## src/rtl/axis_tb_pkg.sv

```systemverilog
// Shared definitions for the AXI-Stream sequence checker: FSM encoding and
// throttle LFSR constants.
package axis_tb_pkg;

  typedef enum logic [1:0] {
    ST_IDLE = 2'd0,
    ST_RUN  = 2'd1,
    ST_DONE = 2'd2
  } state_t;

  // Fibonacci taps x^16 + x^14 + x^13 + x^11 -> state bits 15, 13, 12, 10
  localparam logic [15:0] LFSR_TAPS         = 16'hB400;
  localparam logic [15:0] LFSR_DEFAULT_SEED = 16'hACE1;

endpackage

```

## src/rtl/lfsr16.sv

```systemverilog
// 16-bit Fibonacci LFSR with synchronous reload; advances only when enabled.
import axis_tb_pkg::*;

module lfsr16 #(
  parameter logic [15:0] RESET_VAL = LFSR_DEFAULT_SEED,
  parameter int unsigned Q_BITS    = 16
) (
  input  logic              clk,
  input  logic              rst_n,
  input  logic              load,
  input  logic [15:0]       seed,
  input  logic              en,
  output logic [Q_BITS-1:0] q
);

  logic [15:0] state;
  logic        fb;

  assign fb = ^(state & LFSR_TAPS);
  assign q  = state[Q_BITS-1:0];

  always_ff @(posedge clk or negedge rst_n) begin
    if (!rst_n) begin
      state <= RESET_VAL;
    end else if (load) begin
      state <= seed;
    end else if (en) begin
      state <= {state[14:0], fb};
    end
  end

endmodule

```

## config.mk

```make
export PLATFORM = sky130hd
export DESIGN_NAME = lfsr16
export DESIGN_NICKNAME = d
export VERILOG_FILES = /design/src/rtl/axis_tb_pkg.sv /design/src/rtl/lfsr16.sv
export SDC_FILE = /design/constraint.sdc
export NUM_CORES = 1
export LEC_CHECK = 0
export ABC_CLOCK_PERIOD_IN_PS = 1200
export CAP_MARGIN = 20
export CORE_UTILIZATION = 35
export DETAILED_ROUTE_END_ITERATION = 10
export DONT_BUFFER_PORTS = 1
export PLACE_DENSITY = 0.54
export SYNTH_ARGS = -nofsm -noshare
export SYNTH_HDL_FRONTEND = slang
export SYNTH_SLANG_ARGS = --single-unit
```

## constraint.sdc

```tcl
create_clock -name clk -period 1.2 [get_ports clk]
set_input_delay 0.12 -clock clk [delete_from_list [all_inputs] [get_ports clk]]
set_output_delay 0.12 -clock clk [all_outputs]
set_load 0.01 [all_outputs]
```

==> metrics.txt <==
status=complete, but fails checks; failing checks=negative hold slack; fin nets=96; root buffer cell=clkbuf_4; initial antenna violation count=0; buffers added on ports=0; crit start category=flop; crit path from=q[10]; chip width=49.6 microns; synth unique cells=15; WHS=-116 ps; pin count of the biggest net entering global routing=34; Tcrit/Tclk final=between 80% and 90%; cell taking the most area after synthesis=dfstp_2; clock slew at reported path FFs=100 ps; Overall Power=1.21 mW; DR vias=511; Placed Area=788 sq um; WL per Instance=14.2 microns; main flop type after synthesis=dfstp_2; dpl cells=96; clock buffer depth=2; Leakage=0.377 nW; Initial Util=between 30% and 40%; ranking of synthesized cells by area=dfstp_2 (27%), dfrtp_1 (25%), mux2i_1 (19%), nand2_1 (7.1%), o21ai_1 (6.3%); synthesized instance count=73; Fillers=212; Syn Nets=93; I/O pin count=36; Worst R2R Start=q[15]; min-delay src=load; share of layout cells above drive strength 1=roughly 20%; die area=0.00246 sq mm; number of flops mapped to enable cells by yosys=0; CP Cell Sequence=buf_4; final wirelength=roughly 1.4 mm; Crit path max-delay family=flip-flops; Seq. cell area=410 sq um; Pins Over Slew Limit=0; crit-path max FO=3; first-pass GRT wire length=2.43 mm; drt drc=0; Yosys top cell area share=26.5%; max reg flops=16; critical path class=reg -> out; Rel. slew slack=51.5%; CTS tree=built; flops & latches, synth=16; Avg Inst Size Synth=10.8 sq um; antenna viol nets, final=0; Slowest-stage cell, CP=dfstp_2; final std cells w/o fill=about 100; GP Congestion=approximately 0.63; RSZ-0062 raised after global routing=false; Util after Layout=41.5%; synthesized area=between 700 and 800 sq um; Final Hold Fails=16; Setup Viol. Count Final=0; htree depth=1; f_max=931 MHz; Pre-antenna DRT Iters=4; vias per cell=5.01; final worst setup slack=roughly 130 ps; kind of end point of the critical path=output pin; vias in the first global route=523; Async SR Flop Fraction=100%; register area share after synthesis=51.8%; commonest cells in the synthesized netlist=mux2i_1 (15), nand2_1 (15), o21ai_1 (10); setup TNS=0 ps; max-cap violation count=0; HP Class=in -> reg; power density cells=between 1000 and 1500 mW/mm^2; min Tclk post-route=1070 ps; maximum VDD drop=0.000690 V; WP buf/inv=1; Die Span Y=49.6 microns; Remaining Overflow, GRT=0; synth warn=0; core box area=0.00204 sq mm; Worst Tran Pin Value=725 ps; drt initial violations=7; Num CTS Buffers=3; Post-Place Setup Slack=155 ps; worst path required time=1080 ps; Clk Latency, worst-skew pair=280 ps; multi-input combinational cell area=340 sq um; GRT Util Overall=13.0%; design area=between 800 and 900 sq um; Worst path max stage delay=540 ps; CTS hold repair buffers=3; std cell rows=16; clock sinks=16; # diodes=0; Worst EP arrival=950 ps; Setup Skew=3.99 ps; area grow syn2layout=7.11%
-- kinds of logic after synthesis --
| group | synth area share, % |
|---|---|
| compound gates | 10.7 |
| mux | 19.0 |
| buf+inv | 5.69 |
| xor+xnor | 3.32 |
| flops | 51.8 |
| simple gates | 9.48 |
-- per-layer routing --
metal | global-route usage [%] | routed length, microns | vias up
met5 | 0 | 0 | -
li1 | - | - | 255
met2 | 19.4 | 695 | 19
met3 | 3.70 | 100 | 2
met4 | 7.14 | 13 | 0
met1 | 16.9 | 636 | 235
-- what timing repair did --
action,CTS,global route
endpoints found under the hold margin,32,16
buffers inserted,0,0
gates resized for setup,0,1
endpoints found under the setup margin,0,1
-- final cells by class --
| class | instances | area share (%) |
|---|---|---|
| Timing Repair Buffer | 3 | 3.24 |
| Multi-Input combinational cell | 52 | 40.1 |
| Sequential cell | 16 | 48.4 |
| Clock buffer | 4 | 4.28 |
| Tap cell | 27 | 3.98 |
-- worst paths after layout --
kind	end	slack, ps	cells past startpoint
max in group asynchronous	q[14]	420	1
min in group asynchronous	q[9]	330	1
setup reg to reg	q[0]	150	3
setup / recovery	q[10]	130	1
hold reg to reg	q[5]	590	2
hold / removal	q[5]	-120	1
-- power breakdown --
part	switching [mW]	leakage (nW)	internal (mW)	total, mW
Clock	0.169	0.0210	0.184	0.354
Sequential	0.0823	0.181	0.622	0.704
Combinational	0.0663	0.174	0.0828	0.149
Total	0.318	0.377	0.889	1.21
-- cell usage in the layout, fill, tap and decap left out --
master	instances
a21oi_1	1
buf_4	1
clkbuf_4	3
clkbuf_8	1
dfrtp_1	8
dfstp_2	8
dlygate4sd3_1	2
mux2i_1	15
nand2_1	15
nand2b_1	1
nor3b_2	1
o21ai_0	6
o21ai_1	9
o21ai_2	1
xnor2_1	1
xor2_1	2
(Power assumes the default switching activity.)
